$ cat src/rtl/lsu_pkg.sv
// Shared load/store definitions: access-type codes, access size and splitter state.
package lsu_pkg;

    localparam logic [2:0] SLT_SB  = 3'b000;
    localparam logic [2:0] SLT_SH  = 3'b001;
    localparam logic [2:0] SLT_SW  = 3'b010;
    localparam logic [2:0] SLT_LB  = 3'b011;
    localparam logic [2:0] SLT_LH  = 3'b100;
    localparam logic [2:0] SLT_LW  = 3'b101;
    localparam logic [2:0] SLT_LBU = 3'b110;
    localparam logic [2:0] SLT_LHU = 3'b111;

    typedef enum logic [1:0] {SZ_B = 2'd0, SZ_H = 2'd1, SZ_W = 2'd2} size_e;

    typedef enum logic [0:0] {IDLE = 1'b0, SPLIT = 1'b1} state_e;

endpackage

$ cat src/rtl/lsu_misalign_ctrl_if.sv
// Memory-stage request bus into the misalignment splitter and its lsu_ms2-side outputs.
interface lsu_misalign_ctrl_if #(parameter int CNT_W = 16);

    // Handshake: i_req is valid; o_stall acts as an inverted ready. A request is
    // consumed at the end of a cycle with i_req=1 and o_stall=0, and its inputs
    // must stay stable for every cycle in which o_stall=1.
    logic             i_req;
    logic             i_wren;
    logic [31:0]      i_addr;
    logic [31:0]      i_st_data;
    logic [2:0]       i_slt_sl;
    logic [31:0]      i_lsu_ld_data;
    logic             o_stall;
    logic [31:0]      o_lsu_addr;
    logic             o_lsu_wren;
    logic [31:0]      o_lsu_st_data;
    logic [2:0]       o_lsu_slt_sl;
    logic [31:0]      o_ld_data;
    logic             o_ld_valid;
    logic [CNT_W-1:0] o_misalign_cnt;
    logic [0:0]       o_dbg_state;

    modport slave (
        input  i_req, i_wren, i_addr, i_st_data, i_slt_sl, i_lsu_ld_data,
        output o_stall, o_lsu_addr, o_lsu_wren, o_lsu_st_data, o_lsu_slt_sl,
               o_ld_data, o_ld_valid, o_misalign_cnt, o_dbg_state
    );

    modport master (
        output i_req, i_wren, i_addr, i_st_data, i_slt_sl, i_lsu_ld_data,
        input  o_stall, o_lsu_addr, o_lsu_wren, o_lsu_st_data, o_lsu_slt_sl,
               o_ld_data, o_ld_valid, o_misalign_cnt, o_dbg_state
    );

endinterface

$ cat src/rtl/lsu_size_decode.sv
// Decodes an access type and low address bits into size, byte count, signedness and misalignment.
module lsu_size_decode
    import lsu_pkg::*;
(
    input  logic [2:0] slt_sl,
    input  logic [1:0] addr_lo,
    output size_e      size,
    output logic       misalign,
    output logic [2:0] nbytes,
    output logic       is_signed
);

    always_comb begin
        size   = SZ_B;
        nbytes = 3'd1;
        case (slt_sl)
            SLT_SH, SLT_LH, SLT_LHU: begin
                size   = SZ_H;
                nbytes = 3'd2;
            end
            SLT_SW, SLT_LW: begin
                size   = SZ_W;
                nbytes = 3'd4;
            end
            default: ;
        endcase
        is_signed = (slt_sl == SLT_LB) || (slt_sl == SLT_LH) || (slt_sl == SLT_LW);
        misalign  = ((size == SZ_H) && addr_lo[0]) ||
                    ((size == SZ_W) && (addr_lo != 2'b00));
    end

endmodule

$ cat src/rtl/lsu_misalign_ctrl.sv
// Splits misaligned halfword/word accesses into byte accesses, stalling the pipeline
// and reassembling load data; aligned accesses pass straight through.
module lsu_misalign_ctrl
    import lsu_pkg::*;
#(
    parameter int CNT_W = 16
) (
    input  logic                i_clk,
    input  logic                i_reset_n,
    lsu_misalign_ctrl_if.slave  bus
);

    localparam logic [0:0] ST_IDLE  = IDLE;
    localparam logic [0:0] ST_SPLIT = SPLIT;

    size_e      live_size;
    logic       live_mis;
    logic [2:0] live_n;
    logic       live_signed;

    lsu_size_decode u_dec (
        .slt_sl    (bus.i_slt_sl),
        .addr_lo   (bus.i_addr[1:0]),
        .size      (live_size),
        .misalign  (live_mis),
        .nbytes    (live_n),
        .is_signed (live_signed)
    );

    logic [0:0]       state_q, state_d;
    logic [1:0]       idx_q, idx_d;
    logic [23:0]      buf_q, buf_d;
    logic [31:0]      addr_q, addr_d;
    logic [31:0]      data_q, data_d;
    logic             wren_q, wren_d;
    logic             signed_q, signed_d;
    logic [2:0]       n_q, n_d;
    size_e            size_q, size_d;
    logic [CNT_W-1:0] cnt_q, cnt_d;

    logic        in_split, start, active, last;
    logic [1:0]  k;
    logic [31:0] base, sdata;
    logic        swren, ssigned;
    logic [2:0]  sn;
    size_e       ssize;
    logic [7:0]  cur_byte, st_byte;
    logic [15:0] half;
    logic [31:0] assembled;
    logic        stall, lsu_wren, ld_valid;
    logic [31:0] lsu_addr, lsu_st_data, ld_data;
    logic [2:0]  lsu_slt;

    always_comb begin
        in_split = (state_q == ST_SPLIT);
        start    = ~in_split & bus.i_req & live_mis;
        active   = in_split | start;
        // Byte 0 comes from the live request; later bytes come from the latched copy.
        k        = in_split ? idx_q    : 2'd0;
        base     = in_split ? addr_q   : bus.i_addr;
        sdata    = in_split ? data_q   : bus.i_st_data;
        swren    = in_split ? wren_q   : bus.i_wren;
        ssigned  = in_split ? signed_q : live_signed;
        sn       = in_split ? n_q      : live_n;
        ssize    = in_split ? size_q   : live_size;
        last     = ({1'b0, k} == (sn - 3'd1));
        cur_byte = bus.i_lsu_ld_data[7:0];
        st_byte  = sdata[{k, 3'b000} +: 8];
        half     = {cur_byte, buf_q[7:0]};
        if (ssize == SZ_W) begin
            assembled = {cur_byte, buf_q};
        end else if (ssigned) begin
            assembled = {{16{half[15]}}, half};
        end else begin
            assembled = {16'h0000, half};
        end

        state_d  = state_q;
        idx_d    = idx_q;
        buf_d    = buf_q;
        addr_d   = addr_q;
        data_d   = data_q;
        wren_d   = wren_q;
        signed_d = signed_q;
        n_d      = n_q;
        size_d   = size_q;
        cnt_d    = cnt_q;

        if (start) begin
            state_d  = ST_SPLIT;
            idx_d    = 2'd1;
            addr_d   = bus.i_addr;
            data_d   = bus.i_st_data;
            wren_d   = bus.i_wren;
            signed_d = live_signed;
            n_d      = live_n;
            size_d   = live_size;
        end else if (in_split) begin
            if (last) begin
                state_d = ST_IDLE;
                idx_d   = 2'd0;
            end else begin
                idx_d = idx_q + 2'd1;
            end
        end

        if (active && !swren && !last) begin
            buf_d[{k, 3'b000} +: 8] = cur_byte;
        end
        if (active && last && (cnt_q != {CNT_W{1'b1}})) begin
            cnt_d = cnt_q + {{(CNT_W-1){1'b0}}, 1'b1};
        end

        if (active) begin
            lsu_addr    = base + {30'd0, k};
            lsu_wren    = swren;
            lsu_st_data = {24'h000000, st_byte};
            lsu_slt     = swren ? SLT_SB : SLT_LBU;
            stall       = ~last;
            ld_valid    = ~swren & last;
            ld_data     = assembled;
        end else begin
            lsu_addr    = bus.i_addr;
            lsu_wren    = bus.i_req & bus.i_wren;
            lsu_st_data = bus.i_st_data;
            lsu_slt     = bus.i_slt_sl;
            stall       = 1'b0;
            ld_valid    = bus.i_req & ~bus.i_wren;
            ld_data     = bus.i_lsu_ld_data;
        end
    end

    always_ff @(posedge i_clk or negedge i_reset_n) begin
        if (!i_reset_n) begin
            state_q  <= ST_IDLE;
            idx_q    <= 2'd0;
            buf_q    <= 24'h000000;
            addr_q   <= 32'h0;
            data_q   <= 32'h0;
            wren_q   <= 1'b0;
            signed_q <= 1'b0;
            n_q      <= 3'd1;
            size_q   <= SZ_B;
            cnt_q    <= {CNT_W{1'b0}};
        end else begin
            state_q  <= state_d;
            idx_q    <= idx_d;
            buf_q    <= buf_d;
            addr_q   <= addr_d;
            data_q   <= data_d;
            wren_q   <= wren_d;
            signed_q <= signed_d;
            n_q      <= n_d;
            size_q   <= size_d;
            cnt_q    <= cnt_d;
        end
    end

    // Reset gates the side-effecting outputs immediately, so an aborted split issues no more writes.
    assign bus.o_stall        = stall & i_reset_n;
    assign bus.o_lsu_wren     = lsu_wren & i_reset_n;
    assign bus.o_ld_valid     = ld_valid & i_reset_n;
    assign bus.o_ld_data      = i_reset_n ? ld_data : 32'h0;
    assign bus.o_lsu_addr     = lsu_addr;
    assign bus.o_lsu_st_data  = lsu_st_data;
    assign bus.o_lsu_slt_sl   = lsu_slt;
    assign bus.o_misalign_cnt = cnt_q;
    assign bus.o_dbg_state    = state_q;

endmodule

$ cat src/flat_wrapper.sv
// flat-port wrapper written by rule: the top's interface ports become plain ports
module lsu_misalign_ctrl_flat import lsu_pkg::*;
#(
    parameter int CNT_W = 16
)
  (i_clk, i_reset_n, bus_i_req, bus_i_wren, bus_i_addr, bus_i_st_data, bus_i_slt_sl, bus_i_lsu_ld_data, bus_o_stall, bus_o_lsu_addr, bus_o_lsu_wren, bus_o_lsu_st_data, bus_o_lsu_slt_sl, bus_o_ld_data, bus_o_ld_valid, bus_o_misalign_cnt, bus_o_dbg_state);
  lsu_misalign_ctrl_if #(.CNT_W(CNT_W)) bus_i ();
  input  logic i_clk;
  input  logic i_reset_n;
  input wire logic [$bits(bus_i.i_req)-1:0] bus_i_req;
  input wire logic [$bits(bus_i.i_wren)-1:0] bus_i_wren;
  input wire logic [$bits(bus_i.i_addr)-1:0] bus_i_addr;
  input wire logic [$bits(bus_i.i_st_data)-1:0] bus_i_st_data;
  input wire logic [$bits(bus_i.i_slt_sl)-1:0] bus_i_slt_sl;
  input wire logic [$bits(bus_i.i_lsu_ld_data)-1:0] bus_i_lsu_ld_data;
  output wire logic [$bits(bus_i.o_stall)-1:0] bus_o_stall;
  output wire logic [$bits(bus_i.o_lsu_addr)-1:0] bus_o_lsu_addr;
  output wire logic [$bits(bus_i.o_lsu_wren)-1:0] bus_o_lsu_wren;
  output wire logic [$bits(bus_i.o_lsu_st_data)-1:0] bus_o_lsu_st_data;
  output wire logic [$bits(bus_i.o_lsu_slt_sl)-1:0] bus_o_lsu_slt_sl;
  output wire logic [$bits(bus_i.o_ld_data)-1:0] bus_o_ld_data;
  output wire logic [$bits(bus_i.o_ld_valid)-1:0] bus_o_ld_valid;
  output wire logic [$bits(bus_i.o_misalign_cnt)-1:0] bus_o_misalign_cnt;
  output wire logic [$bits(bus_i.o_dbg_state)-1:0] bus_o_dbg_state;
  assign bus_i.i_req = bus_i_req;
  assign bus_i.i_wren = bus_i_wren;
  assign bus_i.i_addr = bus_i_addr;
  assign bus_i.i_st_data = bus_i_st_data;
  assign bus_i.i_slt_sl = bus_i_slt_sl;
  assign bus_i.i_lsu_ld_data = bus_i_lsu_ld_data;
  assign bus_o_stall = bus_i.o_stall;
  assign bus_o_lsu_addr = bus_i.o_lsu_addr;
  assign bus_o_lsu_wren = bus_i.o_lsu_wren;
  assign bus_o_lsu_st_data = bus_i.o_lsu_st_data;
  assign bus_o_lsu_slt_sl = bus_i.o_lsu_slt_sl;
  assign bus_o_ld_data = bus_i.o_ld_data;
  assign bus_o_ld_valid = bus_i.o_ld_valid;
  assign bus_o_misalign_cnt = bus_i.o_misalign_cnt;
  assign bus_o_dbg_state = bus_i.o_dbg_state;
  lsu_misalign_ctrl #(.CNT_W(CNT_W)) u_core (.i_clk(i_clk), .i_reset_n(i_reset_n), .bus(bus_i));
endmodule
$ cat config.mk
export PLATFORM = sky130hd
export DESIGN_NAME = lsu_misalign_ctrl_flat
export DESIGN_NICKNAME = d
export VERILOG_FILES = /design/src/rtl/lsu_pkg.sv /design/src/rtl/lsu_misalign_ctrl_if.sv /design/src/rtl/lsu_size_decode.sv /design/src/rtl/lsu_misalign_ctrl.sv /design/src/flat_wrapper.sv
export SDC_FILE = /design/constraint.sdc
export NUM_CORES = 1
export LEC_CHECK = 0
export CAP_MARGIN = 20
export CORE_UTILIZATION = 49
export CTS_CLUSTER_DIAMETER = 40
export DETAILED_ROUTE_END_ITERATION = 6
export PLACE_DENSITY = 0.82
export SLEW_MARGIN = 20
export SYNTH_ARGS = -nofsm -noshare
export SYNTH_HDL_FRONTEND = slang
export SYNTH_SLANG_ARGS = --single-unit
$ cat constraint.sdc
create_clock -name i_clk -period 4.35 [get_ports i_clk]
set_input_delay 0.435 -clock i_clk [delete_from_list [all_inputs] [get_ports i_clk]]
set_output_delay 0.435 -clock i_clk [all_outputs]
set_load 0.01 [all_outputs]
==> summary.md <==
| Metric | Value |
|---|---|
| Status | `completed` |
| Worst setup path startpoint | `u_core.bus.o_dbg_state` |
| Routability Congestion | `0.9421` |
| Simple-gate share of the synthesized area | `27.25%` |
| Worst-Margin Slew | `0.8916 ns` |
| Final WL | `21790 um` |
| Mux cell area share after synthesis | `11.76%` |
| Initial Utilization | `50.56%` |
| CTS HTree Levels | `3` |
| Max layer used | `met4` |
| WP data arrival | `3.75 ns` |
| Adder-cell share of the synthesized area | `1.551%` |
| I/O Pins | `222` |
| Worst R2R Start | `u_core.bus.o_dbg_state` |
| Grt ovf | `0` |
| Crit share post-route | `96.26%` |
| Achievable frequency | `238.8 MHz` |
| CTS tree | `built` |
| Flops & latches, synth | `112` |
| Synth Area in Compound Gates | `10.91%` |
| Crit path kind | `reg -> out` |
| Post-Synth XOR/XNOR Area | `7.224%` |
| Post-synthesis sequential area ratio | `36.22%` |
| Final clock skew | `0.007736 ns` |
| Area growth, synth to finish | `35.91%` |
| R2R Setup Slk | `0.80 ns` |
| Post-Route Setup TNS | `0 ns` |
| Total track usage | `27.17%` |
| Final instance area | `10520 sq um` |
| Number of synthesized flops with an enable pin | `0` |
| Clk slew on worst S/H paths | `0.08 ns` |
| Wire per inst | `16.11 um` |
| Core Region | `15310 sq um` |
| Synth async-reset ratio | `100.0%` |
| Max clock buf depth | `2` |
| Largest family of logic cells by synthesized area | `simple AND/OR/NAND/NOR gates` |
| Relative slew margins | `40.10%` |
| Worst setup SP type | `register` |
| Dominant cells by area after synthesis | `dfrtp_1, nand2_1, mux2i_1` |
| Worst Path Max Fanout | `13` |
| Setup Viol. Count Final | `0` |
| # rows | `45` |
| DRC viols | `0` |
| Total Power | `6.260 mW` |
| Drt initial violations | `469` |
| Dpl hpwl | `15780 um` |
| Later-pin clock latency in the skew report | `0.36 ns` |
| Top cell type's share of synthesized area | `35.88%` |
| Via count | `7230` |
| Pre-CTS setup slack | `0.2517 ns` |
| Top_reg_cell synth | `dfrtp_1` |
| Tmin final | `4.187 ns` |
| Max-slew violation count | `0` |
| Die extent in y | `127.7 um` |
| Root buf cell | `clkbuf_16` |
| Synth area leader | `dfrtp_1` |
| Final Hold Vio Count | `0` |
| Initial antenna violation count | `1` |
| Post-synthesis cell area | `7742 sq um` |
| PortBufs | `221` |
| Via/cell ratio | `5.348` |
| First-pass GRT wire length | `35100 um` |
| CP endpoint kind | `output port` |
| DIE AREA | `16310 sq um` |
| Pin count of the biggest net entering global routing | `66` |
| Max VDD drop | `0.0002760 V` |
| Placed Area | `10170 sq um` |
| Total number of yosys warnings | `0` |
| CTS Sinks | `112` |
| Met3 WL | `1516 um` |
| Num CTS Buffers | `9` |
| DRT Pass-1 Iters | `5` |
| WL met1 | `9478 um` |
| Met2 routed WL | `10250 um` |
| Syn_area_per_cell | `8.298 sq um` |
| Nets | `1247` |
| Cells after Synth | `933` |
| # hold bufs at CTS | `0` |
| Layout cells sized above 1 | `8.246%` |
| Power Density | `594.9 nW/um^2` |
| Die X | `127.7 um` |
| Syn Nets | `1045` |
| WP data required | `3.91 ns` |
| Final setup margin | `0.1629 ns` |
| Leak | `4.642 nW` |
| Max-cap viol count | `0` |
| Vias in the first global route | `6899` |
| Netlist cell types | `75` |
| Worst Hold Class | `in -> async` |
| DRT antenna net count | `0` |
[logic make-up (layout without fill, tap and decap cells)]
| family | after synthesis | in the layout |
|---|---|---|
| simple gates | 451 | 451 |
| fa+ha+maj | 9 | 9 |
| flops | 112 | 112 |
| other cells | 0 | 1 |
| mux | 79 | 79 |
| xor+xnor | 63 | 63 |
| compound gates | 126 | 126 |
| buf+inv | 93 | 300 |
[final cells by class]
cell class	instances	area, sq um
multi-input cells	728	4584
well taps	211	264.0
fillers	1269	4792
clock inverters	6	83.83
repair buffers	243	2387
clock buffers	10	239.0
diodes	1	2.502
flip-flops and latches	112	2808
inverters	41	153.9
[layer usage]
metal	vias up	global-route usage, %
met4	0	8.858
li1	3525	-
met3	32	7.012
met5	-	0
met1	3436	35.84
met2	237	43.72
[Yosys cell counts, types with 8 or more instances]
master	count
nand2_1	273
dfrtp_1	111
mux2i_1	55
nor2_1	47
a21oi_1	42
inv_1	41
xnor2_1	39
o21ai_0	36
and2_1	31
clkbuf_1	24
xor2_1	23
nand3_1	20
buf_2	18
mux2_2	16
nor3_1	15
a211oi_1	9
and3_1	9
nor4_1	9
ha_1	8
mux4_2	8
[critical path, stage by stage (launching register included)]
cell             delay (ns)
dfrtp_4                0.53
mux2_2                 0.39
ha_1                   0.28
a21oi_1                0.13
a211oi_4               0.44
nand4_4                0.21
or4_1                  0.46
xor2_1                 0.16
a21oi_1                0.21
clkdlybuf4s50_1        0.57
[flip-flops by register name, summed over array words and instances, names as in the netlist]
register,count
u_core.addr_q,32
u_core.buf_q,24
u_core.bus.o_dbg_state,1
u_core.bus.o_misalign_cnt,16
u_core.data_q,32
u_core.idx_q,2
u_core.n_q,1
u_core.signed_q,1
u_core.size_q,2
u_core.wren_q,1
[per-stage QoR]
stage,instances,utilization (%),hold WS (ns)
finish,1352,68.71,0.2351
global route,1352,68.71,0.2834
CTS,1349,68.55,0.2625
detailed placement,1333,66.44,0.4578
global placement,1333,66.44,0.4519
floorplan,933,-,0.1394
[placed cells by master (no fill, tap or decap), types with 15 or more instances in the layout]
master / count
nand3_1: 20
a21oi_1: 42
clkdlybuf4s50_1: 220
mux2i_1: 55
inv_1: 41
xnor2_1: 39
nor3_1: 15
buf_4: 22
o21ai_0: 36
nand2_1: 272
mux2_2: 16
xor2_1: 23
dfrtp_1: 110
nor2_1: 47
and2_1: 31
[where the power goes]
| group | internal (mW) | switching, mW |
|---|---|---|
| Combinational | 1.74 | 1.79 |
| Clock | 0.479 | 0.424 |
| Sequential | 1.48 | 0.350 |
| Total | 3.70 | 2.56 |
[repair_timing]
item                       4_1_cts  5_1_grt
setup endpoints to repair        0       13
setup buffers                    0        2
resized for setup                0        2
[path summary, 6_finish.rpt]
| check | to | cells past startpoint |
|---|---|---|
| max | bus_o_lsu_addr[21] | 9 |
| min | u_core.addr_q[4] | 2 |
| max reg2reg | u_core.buf_q[22] | 13 |
| min reg2reg | u_core.data_q[22] | 2 |
| max in group asynchronous | u_core.data_q[17] | 3 |
| min in group i_clk | u_core.data_q[22] | 2 |
(Power assumes the default switching activity.)
